$ cat config.mk
export PLATFORM = sky130hd
export DESIGN_NAME = regfile_scoreboard
export DESIGN_NICKNAME = d
export VERILOG_FILES = /design/src/rtl/regfile_scoreboard.sv
export SDC_FILE = /design/constraint.sdc
export NUM_CORES = 2
export LEC_CHECK = 0
export BUFFER_PORTS_ARGS = -buffer_cell sky130_fd_sc_hd__buf_4
export CORE_AREA = 2 2 304 366
export DETAILED_ROUTE_END_ITERATION = 10
export DIE_AREA = 0 0 306 368
export PLACE_DENSITY = 0.76
export SYNTH_ARGS = -nofsm -noshare
export SYNTH_HDL_FRONTEND = slang
export SYNTH_SLANG_ARGS = --single-unit
$ cat constraint.sdc
create_clock -name clk -period 14.5 [get_ports clk]
set_clock_uncertainty 0.15 [all_clocks]
set_input_delay 0.725 -clock clk [delete_from_list [all_inputs] [get_ports clk]]
set_output_delay 0.725 -clock clk [all_outputs]
set_load 0.01 [all_outputs]
$ cat src/rtl/regfile_scoreboard.sv
// regfile_scoreboard
//   32 x WIDTH integer register file with a per-register busy scoreboard.
//   It holds the architectural registers x0..x31 and provides two read ports
//   with a same-cycle write-through bypass, plus a registered debug port.
//   It tracks destinations that are still in flight and raises a stall on a
//   RAW or WAW hazard.
//
// Ports
//   clk, rst              clock; synchronous active-high reset
//   ra1/ra2 -> rd1/rd2    bypassed combinational reads (x0 reads as 0)
//   we, wa, wd            writeback; clears busy[wa]
//   iss_*                 issue request; stall is combinational
//   dbg_sel -> dbg_data   registered debug read, 1-cycle latency, no bypass
//   busy_cnt              registered population count of the busy vector
module regfile_scoreboard #(
  parameter int WIDTH = 32,
  parameter int NREG  = 32
) (
  input  logic             clk,
  input  logic             rst,
  input  logic [4:0]       ra1,
  input  logic [4:0]       ra2,
  output logic [WIDTH-1:0] rd1,
  output logic [WIDTH-1:0] rd2,
  input  logic             we,
  input  logic [4:0]       wa,
  input  logic [WIDTH-1:0] wd,
  input  logic             iss_valid,
  input  logic             iss_use1,
  input  logic             iss_use2,
  input  logic             iss_wr,
  input  logic [4:0]       iss_rd,
  output logic             stall,
  input  logic [4:0]       dbg_sel,
  output logic [WIDTH-1:0] dbg_data,
  output logic [5:0]       busy_cnt
);

  logic [NREG-1:0][WIDTH-1:0] r_regs;
  logic [NREG-1:0]            r_busy;
  logic [WIDTH-1:0]           r_dbg;
  logic [5:0]                 r_cnt;

  logic [NREG-1:0] w_clr;       // one-hot writeback clear (never bit 0)
  logic [NREG-1:0] w_set;       // one-hot issue set (never bit 0)
  logic [NREG-1:0] w_busy_nxt;
  logic [5:0]      w_cnt_nxt;
  logic            w_raw1, w_raw2, w_waw, w_issue;

  // Per-register decode of the writeback and issue targets.
  for (genvar g = 0; g < NREG; g++) begin : g_dec
    if (g == 0) begin : g_x0
      assign w_clr[g] = 1'b0;
      assign w_set[g] = 1'b0;
    end else begin : g_xn
      assign w_clr[g] = we && (wa == 5'(g));
      assign w_set[g] = w_issue && (iss_rd == 5'(g));
    end
  end

  // A writeback in the same cycle resolves the hazard. busy[0] is never set,
  // so index 0 cannot stall.
  assign w_raw1  = iss_use1 && r_busy[ra1] && !w_clr[ra1];
  assign w_raw2  = iss_use2 && r_busy[ra2] && !w_clr[ra2];
  assign w_waw   = iss_wr && (iss_rd != 5'd0) && r_busy[iss_rd] && !w_clr[iss_rd];
  assign stall   = iss_valid && (w_raw1 || w_raw2 || w_waw);
  assign w_issue = iss_valid && !stall && iss_wr && (iss_rd != 5'd0);

  // The set is OR'd in after the clear, so a new producer keeps the bit.
  assign w_busy_nxt = (r_busy & ~w_clr) | w_set;

  always_comb begin
    w_cnt_nxt = '0;
    for (int i = 0; i < NREG; i++) w_cnt_nxt = w_cnt_nxt + 6'(w_busy_nxt[i]);
  end

  assign rd1 = (ra1 == 5'd0) ? '0 : w_clr[ra1] ? wd : r_regs[ra1];
  assign rd2 = (ra2 == 5'd0) ? '0 : w_clr[ra2] ? wd : r_regs[ra2];

  always_ff @(posedge clk) begin
    if (rst) begin
      r_regs <= '0;
      r_busy <= '0;
      r_dbg  <= '0;
      r_cnt  <= '0;
    end else begin
      // dbg samples the old contents: the write below lands at the same edge.
      r_dbg  <= (dbg_sel == 5'd0) ? '0 : r_regs[dbg_sel];
      if (we && wa != 5'd0) r_regs[wa] <= wd;
      r_busy <= w_busy_nxt;
      r_cnt  <= w_cnt_nxt;
    end
  end

  assign dbg_data = r_dbg;
  assign busy_cnt = r_cnt;

endmodule

* Yosys cells after proc, flatten, opt, wreduce, memory -nomap -nowiden
Cells that the tools add are included.
** Cells by class
- Add/sub/neg operators :: 31
- $lt $le $gt $ge :: 6
- Equal/unequal tests :: 62
- Multiplexer cells :: 25
- Bitwise operators :: 3
- Reductions and logical operators :: 87
** Operators by type and width (number)
- 1024-bit bitwise mux :: 1
- 32-bit binary-select mux with 5-bit select :: 3
- 32-bit two-way mux :: 8
- 32-bit demux with 5-bit select :: 1
- 5-bit equality test, second input constant :: 32
- 6-bit by 1-bit adder with 6-bit output :: 26
- 5-bit by 4-bit equality test with 1-bit output, second input constant :: 16
- 1-bit logical AND :: 75
- 5-bit by 3-bit equality test with 1-bit output, second input constant :: 8
- 32-bit bitwise AND :: 1
- 32-bit inverter :: 1
- 32-bit bitwise OR :: 1
- 1-bit binary-select mux with 5-bit select :: 6
- 5-bit by 6-bit less-than comparator with 1-bit output, second input constant :: 5
- 5-bit by 2-bit equality test with 1-bit output, second input constant :: 4
- 5-bit logical NOT :: 3
- 5-bit by 1-bit equality test with 1-bit output, second input constant :: 2
- 5-bit nonzero test :: 2
- 5-bit by 1-bit adder with 6-bit output :: 1
- 1-bit two-way mux :: 6
- 4-bit by 1-bit adder with 5-bit output :: 1
- 5-bit by 1-bit greater-or-equal comparator with 1-bit output, second input constant :: 1
- 3-bit by 1-bit adder with 4-bit output :: 1
- 1-bit logical NOT :: 4
- 4 further kinds :: 5
** Storage, ports and cells
- Bits in registers :: 1094
- Bits of input ports :: 64
- Output and inout port bits :: 103
- Word-level logic and storage cells :: 249

* Longest topological paths before layout
- Word-level depth :: 46
- Depth in mapped cells :: 28
- Gate-level depth less buffers :: 24

* Least setup slack after synthesis
Ideal clock, no wire load.
- Path type :: input port to flip-flop
- Start :: in ra2[0]
- End :: reg r_cnt[4] (netlist: busy_cnt[4])
- Library setup time :: 128 ps
- Arrival time :: 6983 ps
- Required time :: 14222 ps
- Path slack :: 7239 ps
- Stages :: 23
- Buffers on the path :: 2
- Cell sequence :: buf_2 mux4_2 mux4_2 o2111ai_4 nand4_4 buf_6 o31ai_1 fa_1 fa_1 inv_1 fa_1 fa_1 inv_1 fa_1 fa_1 fa_1 inv_1 fa_1 inv_1 a21o_1 a21oi_1 xor2_1 nor2_1
** On the way
- Elaborated cells between the ends (all ways) :: 77
- Classes of those cells :: add/sub: 31; mux: 4; bitwise: 1; reduce/logical: 41
** RTL lines
- start, declared :: RTL line 22 : input logic [4:0] ra2,
- 1-bit binary-select mux with 5-bit select :: RTL line 64 : assign w_raw2 = iss_use2 && r_busy[ra2] && !w_clr[ra2];
- 1-bit two-way mux (not written as such) :: RTL line 64
- 1-bit logical AND / 1-bit logical NOT (equally long branches) :: RTL line 64
- 1-bit logical AND (*) :: RTL line 64
- 1-bit logical OR (*) (2 in series) :: RTL line 66 : assign stall = iss_valid && (w_raw1 || w_raw2 || w_waw);
- 1-bit logical AND (*) :: RTL line 66
- 1-bit logical NOT (*) :: RTL line 67 : assign w_issue = iss_valid && !stall && iss_wr && (iss_rd != 5'd0);
- 1-bit logical AND (*) (3 in series) :: RTL line 67
- 1-bit logical AND (*) :: RTL line 57 : assign w_set[g] = w_issue && (iss_rd == 5'(g));
- 32-bit bitwise OR (*) :: RTL line 70 : assign w_busy_nxt = (r_busy & ~w_clr) | w_set;
- named net w_busy_nxt[10] :: RTL line 46 : logic [NREG-1:0] w_busy_nxt;
- 6-bit by 1-bit adder with 6-bit output (*) (22 in series) :: RTL line 74 : for (int i = 0; i < NREG; i++) w_cnt_nxt = w_cnt_nxt + 6'(w_busy_nxt[i]);
- end signal, assigned :: RTL line 91 : r_cnt <= w_cnt_nxt;
- end, declared :: RTL line 42 : logic [5:0] r_cnt;
Mark *: on every way through the listed nets, which the timed path passes. The rest lies on a longest branch. The select of a mux whose other input is x is not followed.
A chain may end at the register's enable or synchronous reset.

* Worst setup path in the final report
- Start :: in wa[4]
- End :: reg r_cnt[4] (netlist: busy_cnt[4])
** On the way
- Elaborated cells between the ends (all ways) :: 146
- Classes of those cells :: add/sub: 31; eq/ne: 31; mux: 6; bitwise: 3; reduce/logical: 75
** RTL lines
- start, declared :: RTL line 26 : input logic [4:0] wa,
- 5-bit by 1-bit equality test with 1-bit output (tied with other cells) :: RTL line 56 : assign w_clr[g] = we && (wa == 5'(g));
- 1-bit logical AND :: RTL line 56
- 1-bit binary-select mux with 5-bit select, on equally long branches :: RTL line 63, 64
- 1-bit two-way mux, on equally long branches :: RTL line 63, 64
- 1-bit logical NOT, on equally long branches :: RTL line 63, 64
- 1-bit logical AND, on equally long branches :: RTL line 63, 64
- 1-bit logical OR (2 in series) :: RTL line 66
- 1-bit logical AND :: RTL line 66
- 1-bit logical NOT :: RTL line 67
- 1-bit logical AND (3 in series) :: RTL line 67
- 1-bit logical AND :: RTL line 57
- 32-bit bitwise OR (*) :: RTL line 70
- named net w_busy_nxt[22] :: RTL line 46
- 6-bit by 1-bit adder with 6-bit output (*) (10 in series) :: RTL line 74
Marked as above.

==> metrics.txt <==
Synth Warn # 0; RR Endpoint busy_cnt[4]$_SDFF_PP0_; largest net degree at the start of global routing 220; Max Fclk 115 MHz; Final Cycle Share 0.600; Slew Viols, Final 0; Synthesized Nets 7095; Synth cell types 76; Root Buffer clkbuf_16; Synth area leaders dfxtp_1, mux4_2, nand2_1, a21oi_1, mux2i_1; Crit Path Max Fanout 35; Synth Area per Inst 9.26 um^2; Max-slew headroom 0.172; vias per cell 7.52; RR Startpoint r_busy[19]$_SDFF_PP0_; IO Port Bufs 166; Mapped Cells 7001; Crit. End Element flip-flop; Routed WL per cell 32.3 um; most common cell after layout, fill and taps aside nand2_1; Hold WC Path Type input port to flip-flop; Req. time, crit path 14.94 ns; DRT iter0 DRCs 11800; top_reg_cell synth dfxtp_1; Die H 368 um; EDFF count, synth 0; area of the core 109000 um^2; DRT Pass-1 Iters 9; Cell Pwr Density 98.4 nW/um^2; CTS Buf Count 110; clk_lat worst skew 0.76 ns; Critical Path AT 9.13 ns; kind of critical path input port to flip-flop; top routing layer in use met5; Rows 133; top-area cell type share of the netlist area 0.338; leakage power 22.9 nW; H-tree depth 3; post-cts hold buffer count 0; met1 wire length 81300 um; Crit path top cell by count fa_1; CP max stage cell nor2_1; critical path cell sequence buf_4 > nor2_1 > nand3_4 > o41ai_1 > o22ai_4 > o2111ai_4 > nand4_2 > o21ai_0 > fa_1 > inv_1 > fa_1 > fa_1 > fa_1 > inv_1 > fa_1 > fa_1 > fa_1 > inv_1 > fa_1 > inv_1 > a21o_1 > a21oi_1 > xor2_1 > nor2_1; WHS Endpoint r_regs[538]$_SDFFE_PP0P_; minimum clock period 8.69 ns; most frequent cells in the layout nand2_1, a21oi_1, dfxtp_1; drt drc 0; gp weighted congestion 0.919; post-cts sizing count 0; clock slew seen by the registers of the worst setup and hold paths 0.07 ns; routed vias 61200; met3 WL post-DR 42900 um; first-pass GRT wire length 380000 um; full die area 113000 um^2; WL final 263000 um; Yosys reg bits 1093; flop-to-flop setup slack 7.19 ns; met2 WL 110000 um; RSZ-0062 raised after global routing false; HPWL after detailed placement 135000 um; post-route ant nets 0; Net count, final 6725; Initial Util 0.595; I/O Pins 167; area delta synth->final 7.98%; CTS tree done; postcts setup bufs 0; setup TNS 0 ns; asr flop ratio synth 0; mapped cell area 64800 um^2; largest buffer count on any clock path 3; hold path cells 3; grt ovf 0; register area share after synthesis 0.338; Worst path max stage delay 0.95 ns; total power 0.00689 W; filler instances 8572; worst hold start wd[26]; Final Setup Violations 0; worst vdd ir 0.100 mV; initial antenna violation count 8; vias in the first global route 58300; FF-to-FF path depth 21; layout cells sized above 1 0.209; DIE WIDTH 306 um; status completed; Least-Margin Pin Slew 1.24 ns; CTS sink count 1093; max-cap viol count 0; cell taking the most area after synthesis dfxtp_1; Final Hold Viols 0; Critical Path Start Type input port; Tot GR Track Use 0.457
==> where the power goes <==
part           switching, W  internal [W]
Clock               0.00132       0.00177
Sequential        0.0000219       0.00303
Combinational      0.000509      0.000237
Total               0.00185       0.00504
==> critical path, delay by kind of cell <==
family,cells,cell delay [ns]
adders and majority gates,8,3.44
and+or+nand+nor,4,2.40
xor gates and xnor gates,1,0.17
AOI/OAI and AO/OA,6,1.90
buffers and inverters,5,0.46
==> how the worst max path moves through the flow <==
stage | start | slack (ns) | cells after the start | to
after global placement | wa[4] | 5.20 | 24 | busy_cnt[4]$_SDFF_PP0_
after floorplan | ra2[0] | 7.24 | 23 | busy_cnt[4]$_SDFF_PP0_
after global routing | wa[4] | 5.52 | 24 | busy_cnt[4]$_SDFF_PP0_
after CTS | wa[4] | 5.92 | 24 | busy_cnt[4]$_SDFF_PP0_
after detailed placement | wa[4] | 5.17 | 24 | busy_cnt[4]$_SDFF_PP0_
final | wa[4] | 5.81 | 24 | busy_cnt[4]$_SDFF_PP0_
==> state kept, by name, indices dropped and copies added, names as in the netlist <==
signal    count
busy_cnt      6
r_busy       31
dbg_data     32
r_regs     1024
==> synthesized netlist by cell type, types with 4 or more instances <==
| master | number |
|---|---|
| o2111ai_1 | 5 |
| fa_1 | 23 |
| clkbuf_1 | 581 |
| o41ai_2 | 5 |
| a31oi_1 | 4 |
| nand4_1 | 10 |
| o32ai_1 | 8 |
| buf_4 | 5 |
| nand3_1 | 30 |
| o21ai_1 | 11 |
| mux4_2 | 786 |
| a2bb2oi_1 | 11 |
| xnor2_1 | 6 |
| ha_1 | 7 |
| o221ai_1 | 65 |
| clkbuf_2 | 29 |
| nand2_1 | 2077 |
| inv_1 | 40 |
| xor2_1 | 6 |
| nor2b_1 | 46 |
| mux2i_1 | 267 |
| and2_1 | 4 |
| o31ai_1 | 5 |
| nor3_1 | 39 |
| o21ai_0 | 83 |
| a21oi_1 | 1158 |
| buf_1 | 61 |
| nand2b_1 | 8 |
| o22ai_1 | 72 |
| mux2_2 | 66 |
| dfxtp_1 | 1093 |
| buf_2 | 84 |
| a211oi_1 | 65 |
| nor2_1 | 175 |
==> layer usage <==
metal  up-vias  track usage
li1      24500            -
met1     29000        0.556
met2      6005        0.654
met3      1761        0.142
met4         8        0.406
met5         -     0.000861
==> layout make-up <==
| cell class | instances | area, um^2 | area share |
|---|---|---|---|
| antenna | 9 | 22.5 | 0.000322 |
| multi-input combinational | 5105 | 40100 | 0.573 |
| inverter | 41 | 165 | 0.00236 |
| tap | 1417 | 1770 | 0.0253 |
| sequential | 1093 | 21900 | 0.313 |
| clock buffer | 153 | 3170 | 0.0452 |
| clock inverter | 47 | 667 | 0.00953 |
| timing repair buffer | 280 | 2200 | 0.0315 |
==> cell families after synthesis <==
| family | after synthesis | synth area share |
|---|---|---|
| fa+ha+maj | 30 | 0.00845 |
| mux | 1119 | 0.326 |
| xor+xnor | 12 | 0.00162 |
| simple gates | 2423 | 0.147 |
| buf+inv | 803 | 0.0492 |
| flops | 1093 | 0.338 |
| compound gates | 1521 | 0.130 |
==> stage by stage <==
| step | hold WS [ns] | setup slack, ns | utilization | cell area [um^2] | instances |
|---|---|---|---|---|---|
| after floorplan | 0.303 | 7.24 | - | 64800 | 7001 |
| final | 0.249 | 5.81 | 0.642 | 70000 | 8145 |
| after CTS | 0.222 | 5.92 | 0.642 | 70000 | 8136 |
| after global placement | 0.309 | 5.20 | 0.607 | 66100 | 7936 |
| after detailed placement | 0.318 | 5.17 | 0.607 | 66100 | 7936 |
| after global routing | 0.269 | 5.52 | 0.642 | 70000 | 8137 |
No activity file was read; power rests on OpenSTA's default activity.
